==> src/rtl/pipe_geom_pkg.sv <==
// Shared pipe/bird geometry and the collision FSM state encoding.
// Used by the pipe generator, the VGA logic and pipe_collision.
package pipe_geom_pkg;

    localparam logic [11:0] BIRD_X      = 12'd300;
    localparam logic [11:0] BIRD_HALF   = 12'd16;
    localparam logic [11:0] PIPE_HALF_W = 12'd40;
    localparam logic [11:0] GAP_HALF    = 12'd90;
    localparam logic [11:0] SCREEN_H    = 12'd768;

    localparam logic [1:0] ST_IDLE = 2'd0;
    localparam logic [1:0] ST_RUN  = 2'd1;
    localparam logic [1:0] ST_OVER = 2'd2;

    // One scanned pipe sample as held in the first pipeline stage.
    typedef struct packed {
        logic [11:0] x;
        logic [11:0] y;
        logic [11:0] by;
        logic [1:0]  idx;
    } scan_t;

    // Lower bounds clamp at 0 so pipes near the screen edge cannot wrap.
    function automatic logic [12:0] sat_sub(input logic [12:0] a, input logic [12:0] b);
        return (a >= b) ? (a - b) : 13'd0;
    endfunction

endpackage

==> src/rtl/pipe_collision_box_check.sv <==
// Combinational bird-vs-one-pipe overlap test (square bird box vs pipe with gap).
module pipe_box_check
    import pipe_geom_pkg::*;
(
    input  logic [11:0] x_i,
    input  logic [11:0] y_i,
    input  logic [11:0] by_i,
    output logic        hit_o
);

    logic [12:0] x, y, by;
    logic        horiz, ingap;

    assign x  = {1'b0, x_i};
    assign y  = {1'b0, y_i};
    assign by = {1'b0, by_i};

    assign horiz = ({1'b0, BIRD_X} + {1'b0, BIRD_HALF} >= sat_sub(x, {1'b0, PIPE_HALF_W}))
                && ({1'b0, BIRD_X} - {1'b0, BIRD_HALF} <= x + {1'b0, PIPE_HALF_W});

    // Strict compares: touching a gap edge is a collision.
    assign ingap = (sat_sub(by, {1'b0, BIRD_HALF}) > sat_sub(y, {1'b0, GAP_HALF}))
                && (by + {1'b0, BIRD_HALF} < y + {1'b0, GAP_HALF});

    // x == 0 marks a pipe in its respawn cycle.
    assign hit_o = (x_i != 12'd0) && horiz && !ingap;

endmodule

==> src/rtl/pipe_collision.sv <==
// Round-robin pipe collision detector driving the game-over flag.
// Optional screen-border collision is enabled by defining COLLISION_BORDER_EN.
module pipe_collision
    import pipe_geom_pkg::*;
(
    input  logic        clk,
    input  logic        rst,
    input  logic        is_start,
    input  logic        restart,
    input  logic [11:0] bpos_y,
    input  logic [11:0] pippos_x1,
    input  logic [11:0] pippos_x2,
    input  logic [11:0] pippos_x3,
    input  logic [11:0] pippos_y1,
    input  logic [11:0] pippos_y2,
    input  logic [11:0] pippos_y3,
    output logic        is_over,
    output logic        hit_valid,
    output logic [1:0]  hit_idx
);

    logic [1:0] state_q, state_d, idx_q, idx_d;
    scan_t      s1_q, s1_d;
    logic       s1_vld_q, s1_vld_d, s1_border_q, s1_border_d;
    logic       s2_hit_q, s2_hit_d;
    logic [1:0] s2_idx_q, s2_idx_d;
    logic       is_over_q, is_over_d, hit_valid_q, hit_valid_d;
    logic [1:0] hit_idx_q, hit_idx_d;
    logic       pipe_hit, border_now;

    always_comb begin
        s1_d.by  = bpos_y;
        s1_d.idx = idx_q;
        case (idx_q)
            2'd2:    begin s1_d.x = pippos_x2; s1_d.y = pippos_y2; end
            2'd3:    begin s1_d.x = pippos_x3; s1_d.y = pippos_y3; end
            default: begin s1_d.x = pippos_x1; s1_d.y = pippos_y1; end
        endcase
    end

`ifdef COLLISION_BORDER_EN
    assign border_now = (bpos_y < BIRD_HALF)
                     || ({1'b0, bpos_y} + {1'b0, BIRD_HALF} >= {1'b0, SCREEN_H});
`else
    assign border_now = 1'b0;
`endif

    pipe_box_check u_box (
        .x_i   (s1_q.x),
        .y_i   (s1_q.y),
        .by_i  (s1_q.by),
        .hit_o (pipe_hit)
    );

    // Stage valids are gated by RUN so hits in flight die when RUN is left.
    assign s1_vld_d    = (state_q == ST_RUN);
    assign s1_border_d = border_now;
    assign s2_hit_d    = s1_vld_q && (state_q == ST_RUN) && (pipe_hit || s1_border_q);
    assign s2_idx_d    = pipe_hit ? s1_q.idx : 2'd0;

    always_comb begin
        state_d = state_q;
        idx_d   = 2'd0;
        case (state_q)
            ST_IDLE: if (is_start) begin
                state_d = ST_RUN;
                idx_d   = 2'd1;
            end
            ST_RUN: begin
                idx_d = (idx_q == 2'd3) ? 2'd1 : idx_q + 2'd1;
                if (!is_start) begin
                    state_d = ST_IDLE;
                    idx_d   = 2'd0;
                end else if (s2_hit_q) begin
                    state_d = ST_OVER;
                    idx_d   = 2'd0;
                end
            end
            ST_OVER: if (restart) state_d = ST_IDLE;
            default: state_d = ST_IDLE;
        endcase
    end

    assign is_over_d   = (state_d == ST_OVER);
    assign hit_valid_d = (state_q == ST_RUN) && (state_d == ST_OVER);
    assign hit_idx_d   = hit_valid_d ? s2_idx_q
                       : (state_d == ST_OVER) ? hit_idx_q : 2'd0;

    always_ff @(posedge clk or posedge rst) begin
        if (rst) begin
            state_q     <= ST_IDLE;
            idx_q       <= 2'd0;
            s1_q        <= '0;
            s1_vld_q    <= 1'b0;
            s1_border_q <= 1'b0;
            s2_hit_q    <= 1'b0;
            s2_idx_q    <= 2'd0;
            is_over_q   <= 1'b0;
            hit_valid_q <= 1'b0;
            hit_idx_q   <= 2'd0;
        end else begin
            state_q     <= state_d;
            idx_q       <= idx_d;
            s1_q        <= s1_d;
            s1_vld_q    <= s1_vld_d;
            s1_border_q <= s1_border_d;
            s2_hit_q    <= s2_hit_d;
            s2_idx_q    <= s2_idx_d;
            is_over_q   <= is_over_d;
            hit_valid_q <= hit_valid_d;
            hit_idx_q   <= hit_idx_d;
        end
    end

    assign is_over   = is_over_q;
    assign hit_valid = hit_valid_q;
    assign hit_idx   = hit_idx_q;

endmodule

==> config.mk <==
export PLATFORM = sky130hd
export DESIGN_NAME = pipe_collision
export DESIGN_NICKNAME = d
export VERILOG_FILES = /design/src/rtl/pipe_geom_pkg.sv /design/src/rtl/pipe_collision_box_check.sv /design/src/rtl/pipe_collision.sv
export SDC_FILE = /design/constraint.sdc
export NUM_CORES = 1
export LEC_CHECK = 0
export ABC_AREA = 1
export ABC_CLOCK_PERIOD_IN_PS = 3720
export CORE_ASPECT_RATIO = 1.4
export CORE_MARGIN = 2
export CORE_UTILIZATION = 35
export CTS_BUF_LIST = sky130_fd_sc_hd__clkbuf_4 sky130_fd_sc_hd__clkbuf_8
export CTS_CLUSTER_SIZE = 25
export DETAILED_ROUTE_END_ITERATION = 6
export PLACE_DENSITY_LB_ADDON = 0.12
export SETUP_SLACK_MARGIN = 0.05
export SYNTH_ARGS = -nofsm -noshare
export SYNTH_HDL_FRONTEND = slang
export SYNTH_SLANG_ARGS = --single-unit
==> constraint.sdc <==
create_clock -name clk -period 3.72 [get_ports clk]
set_clock_uncertainty 0.15 [all_clocks]
set_input_delay 0.744 -clock clk [delete_from_list [all_inputs] [get_ports clk]]
set_output_delay 0.744 -clock clk [all_outputs]
set_load 0.01 [all_outputs]
-- Word level (Yosys, flattened, before mapping)
Index checks and enable logic that the tools add are counted.
- flip-flop bits (word level): 50
- latch bits: 0
- RAM bits: 0
- ROM bits: 0
- output and inout port bits: 4
- logic and storage cells: 59
- memories: 0
- add/sub/neg operators: 7
- $mul: 0
- div/mod/pow operators: 0
- order comparisons: 7
- equality and inequality tests: 6
- shifts and indexed selects: 0
- mux-type cells: 17
- bitwise logic cells: 0
- reduce and logical (&&, ||, !) cells: 10
- operators with widths (kind ; number):
    24-bit case mux with 2 select lines ; 1
    13-bit 2-to-1 mux ; 3
    2-bit 2-to-1 mux ; 10
    12-bit by 5-bit adder with 13-bit output, second input constant ; 1
    12-bit by 6-bit adder with 13-bit output, second input constant ; 1
    12-bit by 7-bit adder with 13-bit output, second input constant ; 1
    9-bit by 13-bit greater-or-equal comparator with 1-bit output, first input constant ; 1
    13-bit > comparator ; 1
    9-bit by 13-bit less-or-equal comparator with 1-bit output, first input constant ; 1
    13-bit < comparator ; 1
    12-bit by 5-bit subtractor with 13-bit output, second input constant ; 1
    12-bit by 6-bit subtractor with 13-bit output, second input constant ; 1
    12-bit by 7-bit subtractor with 13-bit output, second input constant ; 1
    12-bit by 5-bit greater-or-equal comparator with 1-bit output, second input constant ; 1
    12-bit by 6-bit greater-or-equal comparator with 1-bit output, second input constant ; 1
    12-bit by 7-bit greater-or-equal comparator with 1-bit output, second input constant ; 1
    12-bit nonzero test ; 1
    2-bit == test, second input constant ; 4
    1-bit logical AND ; 7
    2-bit case mux with 3 select lines ; 1
    2-bit case mux with 2 select lines ; 1
    2-bit by 1-bit adder with 2-bit output, second input constant ; 1
    2-bit by 1-bit == test with 1-bit output, second input constant ; 1
    2-bit logical NOT ; 1
    3 further kinds ; 3

-- Depth between registers and ports, before layout
- depth in word-level cells: 7
- mapped depth: 23

-- Modules after synthesis
A second synthesis with hierarchy kept.
- cell total of the unflattened synthesis: 551
- area total of the unflattened synthesis: 4016.4 sq um
- by module, submodules not included (module ; times used ; cells each ; area each (sq um) ; seq. area each (sq um)):
    pipe_box_check ; 1 ; 356 ; 2018.2 ; 0.0
    pipe_collision ; 1 ; 195 ; 1998.2 ; 1251.2

-- Worst setup path after synthesis
Ideal clock, no wire load.
- path type: reg-to-reg
- start: register s1_q[15] (netlist name)
- end: register s2_hit_q
- setup time: 0.118 ns
- arrival time: 2.337 ns
- data required time: 3.452 ns
- setup slack: 1.115 ns
- stages on the path, launching flop included: 24
- clock period less this slack: 2.605 ns
- cells stage by stage: dfrtp_1 -> inv_2 -> ha_1 -> inv_1 -> nand3_2 -> nand2_2 -> nand2_2 -> nand3_2 -> nor3_2 -> nand2_1 -> clkinv_1 -> nand2_4 -> buf_12 -> nand2_2 -> ha_1 -> nand2_1 -> inv_1 -> nand3_1 -> a21oi_1 -> nor2_1 -> nand2_1 -> nand3_1 -> nand3_1 -> nor2_1
- cells in the longest elaborated chain, start to end: 7
- elaborated cells between the ends (all ways): 10
- classes of those cells: add/sub: 2; order compare: 3; mux: 1; reduce/logical: 4
- ends and longest elaborated chain (what ; RTL line ; source):
    from (decl) ; pipe_collision.sv:23 ; scan_t s1_q, s1_d;
    from (signal assigned) ; pipe_collision.sv:93 ; s1_q <= '0;
    from (signal assigned) ; pipe_collision.sv:104 ; s1_q <= s1_d;
    12-bit by 7-bit subtractor with 13-bit output or 12-bit by 7-bit greater-or-equal comparator with 1-bit output (tied branches) ; pipe_geom_pkg.sv:25 ; return (a >= b) ? (a - b) : 13'd0;
    13-bit 2-to-1 mux ; pipe_geom_pkg.sv:25 ;
    13-bit > comparator ; pipe_collision_box_check.sv:22 ; assign ingap = (sat_sub(by, {1'b0, BIRD_HALF}) > sat_sub(y, {1'b0, GAP_HALF}))
    1-bit logical AND (*) ; pipe_collision_box_check.sv:23 ; && (by + {1'b0, BIRD_HALF} < y + {1'b0, GAP_HALF});
    1-bit logical NOT (*) ; pipe_collision_box_check.sv:26 ; assign hit_o = (x_i != 12'd0) && horiz && !ingap;
    1-bit logical AND (*) ; pipe_collision_box_check.sv:26 ;
    1-bit logical AND (*) ; pipe_collision.sv:58 ; assign s2_hit_d = s1_vld_q && (state_q == ST_RUN) && (pipe_hit || s1_border_q);
    via s2_hit_d ; pipe_collision.sv:25 ; logic s2_hit_q, s2_hit_d;
    to (signal assigned) ; pipe_collision.sv:107 ; s2_hit_q <= s2_hit_d;
    to (decl) ; pipe_collision.sv:25 ;
Mark *: on every way through the listed nets, which the timed path passes. The rest lies on a longest branch.
A chain may end at the register's enable or synchronous reset.

-- Worst setup path after layout
- start: register s1_q[15] (netlist name)
- end: register s2_idx_q[0]
- cells in the longest elaborated chain, start to end: 7
- elaborated cells between the ends (all ways): 10
- classes of those cells: add/sub: 2; order compare: 3; mux: 2; reduce/logical: 3
- ends and longest elaborated chain (what ; RTL line ; source):
    12-bit by 7-bit subtractor with 13-bit output or 12-bit by 7-bit greater-or-equal comparator with 1-bit output (tied branches) ; pipe_geom_pkg.sv:25 ;
    13-bit 2-to-1 mux ; pipe_geom_pkg.sv:25 ;
    13-bit > comparator ; pipe_collision_box_check.sv:22 ;
    1-bit logical AND (*) ; pipe_collision_box_check.sv:23 ;
    1-bit logical NOT (*) ; pipe_collision_box_check.sv:26 ;
    1-bit logical AND (*) ; pipe_collision_box_check.sv:26 ;
    2-bit 2-to-1 mux (*) ; pipe_collision.sv:59 ; assign s2_idx_d = pipe_hit ? s1_q.idx : 2'd0;
    via s2_idx_d[0] ; pipe_collision.sv:26 ; logic [1:0] s2_idx_q, s2_idx_d;
    to (signal assigned) ; pipe_collision.sv:108 ; s2_idx_q <= s2_idx_d;
    to (decl) ; pipe_collision.sv:26 ;
Marked as above.

==> impl_metrics.yaml <==
cts:
  cts_setup_buffers: 0
  cts-buffers-inserted: 5
  clockRootBuffer: "clkbuf_8"
  postCtsResizedCells: 0
  cts_tree: "yes"
  cts.htree.levels: 2
  clk_pin_slew_worst_paths_ns: 0.10
  clock-sinks: 50
  worstSkewPairLatency_ns: 0.32
  cts.hold.buffers_added: 0
  clk_path_buf_depth: 2
sta:
  worstMarginPinSlew_ns: 0.908
  rsz0062_at_grt: "no"
  final_hold_viol_count: 0
  maxSlewViolCount: 0
  fmax_mhz: 342
  finalSetupTns_ns: 0
  period_needed_ns: 2.92
  hold_ws_ns: 0.299
  setup_ws_ns: 0.799
  post-route-period-util_pct: 78.5
  finalSetupViolCount: 0
  slew_headroom_pct: 39.5
power_and_ir_drop:
  ir_drop_v: 0.000188
  switchingPower_mw: 0.519
  switching_share_pct: 35.0
  power_frac_clock_pct: 22.8
  p_int_mw: 0.964
  leakage_nw: 2.38
  pwr_density_cell_nw_per_um2: 308
  p_seq_share_pct: 42.4
  p_comb_share_pct: 34.8
layout:
  nFillCells: 1062
  area_delta_synth_final_pct: 30.1
  stdcell_area_um2: 4820
  final_util_pct: 46.6
  antenna_cells: 0
  final_common_cell: "nand2_1"
  drive_gt1_share_pct: 7.31
  layout_common_cells: "140 x nand2_1, 91 x clkdlybuf4s50_1, 57 x nor2_1"
  nets: 712
floorplan:
  ios: 92
  coreArea_um2: 10300
  placementRows: 44
  die_w_um: 90.9
  initial_core_util_pct: 35.8
  dieHeight_um: 126
  dieArea_um2: 11400
place:
  port_buffers: 91
  hpwlAfterDp_um: 7810
  dpl_worst_slack_ns: 0.786
  placed_area_um2: 4720
  gp_congestion: 0.887
grt:
  grt_first_pass_wirelength_um: 15200
  antenna_found_initial: 0
  grt_pass1_vias: 3445
  grtUsageTotal_pct: 16.5
  grt_max_degree: 38
  overflow: 0
flow_run:
  cap_violations: 0
detailed_routing:
  vias: 3379
  routed_via_density: 4.65
  drtIter0Drc: 139
  antenna_left: 0
  post_drt_wl_per_cell_um: 12.6
  dr.pass1.iters: 4
  drc_errors: 0
  drt-total-wl_um: 9140
worst_setup_path:
  path_cells: "inv_2 > ha_1 > inv_1 > nand3_2 > nand2_2 > nand2_2 > nand3_2 > nor3_2 > nand2_1 > clkinv_1 > nand2_4 > nand3_2 > ha_1 > nand4_1 > nor2_1 > nand3b_1 > nand3_1 > nand3_1 > nor2_1"
  cp_max_fo: 12
  slowest_delay_ns: 0.44
  cp.required_ns: 3.83
  worst-path-buf-inv: 3
  crit_top_cell: "nand3_2"
  crit_family: "simple AND/OR/NAND/NOR gates"
  cp.arrival_ns: 3.03
  crit_type: "flip-flop to flip-flop"
  cp-start-kind: "flip-flop"
  worstSetupEndpointType: "flip-flop"
  cp_slowest_cell: "dfrtp_1"
logic_synthesis:
  synthCells: 499
  yosysWarnings: 0
  synth_cell_types: 33
  syn_area_per_cell_um2: 7.42
  synth-seq-cells: 50
  syn_nets: 624
  yosysSeqAreaShare_pct: 33.8
  syn_area_um2: 3700
min_path:
  min_path_type: "flip-flop to flip-flop"
status:
  outcome: "finished clean"
Yosys cell counts:
| master | instances | area share [%] |
|---|---|---|
| nand3_1 | 25 | 3.4 |
| dfrtp_1 | 50 | 34 |
| nor2_2 | 3 | 0.51 |
| nand2_2 | 7 | 1.2 |
| or2_2 | 1 | 0.17 |
| nor3_2 | 3 | 0.81 |
| nor2_1 | 57 | 5.8 |
| nand3_2 | 7 | 1.9 |
| buf_12 | 1 | 0.54 |
| nand3b_1 | 2 | 0.41 |
| nand4_1 | 10 | 1.7 |
| a21oi_1 | 18 | 2.4 |
| a211oi_1 | 1 | 0.20 |
| clkbuf_1 | 5 | 0.51 |
| o21ai_0 | 8 | 1.1 |
| buf_1 | 1 | 0.10 |
| nand2_1 | 140 | 14 |
| or2_1 | 2 | 0.34 |
| xnor2_1 | 2 | 0.47 |
| nor4_1 | 2 | 0.34 |
| o21a_1 | 1 | 0.20 |
| nor3_4 | 1 | 0.44 |
| xor2_1 | 15 | 3.5 |
| buf_6 | 2 | 0.61 |
| nor3b_1 | 1 | 0.20 |
| inv_1 | 55 | 5.6 |
| buf_2 | 4 | 0.54 |
| nand2_4 | 1 | 0.30 |
| ha_1 | 37 | 12 |
| clkinv_1 | 2 | 0.20 |
| a22oi_1 | 24 | 4.9 |
| inv_2 | 8 | 0.81 |
| nor3_1 | 3 | 0.41 |
registers in the layout (all words and copies together), names as in the netlist:
signal	count
s1_q	38
hit_idx	2
idx_q	2
s2_idx_q	2
state_q	2
hit_valid	1
is_over	1
s1_vld_q	1
s2_hit_q	1
routing by layer:
metal | up-vias | wire length (um) | track usage, %
met1 | 1497 | 3600 | 17.7
li1 | 1776 | - | -
met5 | - | 0 | 0
met4 | 0 | 248 | 6.60
met3 | 16 | 453 | 3.11
met2 | 90 | 4840 | 31.3
cells by family after synthesis:
kind of cell             Yosys count  share of synthesized area [%]
AO/OA/AOI/OAI                     52                           8.78
AND/OR/NAND/NOR                  265                           32.0
XOR/XNOR                          17                           4.02
buffers and inverters             78                           8.89
adder cells (fa/ha/maj)           37                           12.5
flip-flops                        50                           33.8
final timing paths:
path	startpoint	endpoint	slack, ns	cells after the start
max reg2reg	s1_q[15]$_DFF_PP0_	s2_idx_q[0]$_DFF_PP0_	0.80	19
max in group asynchronous	rst	s1_q[15]$_DFF_PP0_	2.07	3
max	s1_q[15]$_DFF_PP0_	s2_idx_q[0]$_DFF_PP0_	0.80	19
min reg2reg	idx_q[1]$_DFF_PP0_	s1_q[1]$_DFF_PP0_	0.30	0
min in group asynchronous	rst	hit_valid$_DFF_PP0_	0.73	2
min	idx_q[1]$_DFF_PP0_	s1_q[1]$_DFF_PP0_	0.30	0
through the flow:
step / power [mW] / std cells
6_report: 1.48 / 726
5_1_grt: 1.61 / 726
4_1_cts: 1.51 / 726
3_5_place_dp: 1.16 / 718
3_3_place_gp: 1.16 / 718
2_1_floorplan: 0.967 / 499
cell type report:
| class | instances | area (um2) | area share (%) |
|---|---|---|---|
| Timing Repair Buffer | 94 | 933 | 19.4 |
| Multi-Input combinational cell | 371 | 2120 | 44.1 |
| Clock inverter | 3 | 26.3 | 0.545 |
| Sequential cell | 50 | 1250 | 26.0 |
| Inverter | 65 | 244 | 5.06 |
| Tap cell | 138 | 173 | 3.58 |
| Clock buffer | 5 | 68.8 | 1.43 |
power by group through the flow:
| stage | combinational [mW] | clock, mW | sequential [mW] |
|---|---|---|---|
| after floorplan | 0.344 | 0 | 0.624 |
| after global placement | 0.516 | 0 | 0.641 |
| after detailed placement | 0.522 | 0 | 0.641 |
| after CTS | 0.523 | 0.355 | 0.630 |
| after global routing | 0.593 | 0.381 | 0.637 |
| final | 0.516 | 0.338 | 0.629 |
(Power assumes the default switching activity.)
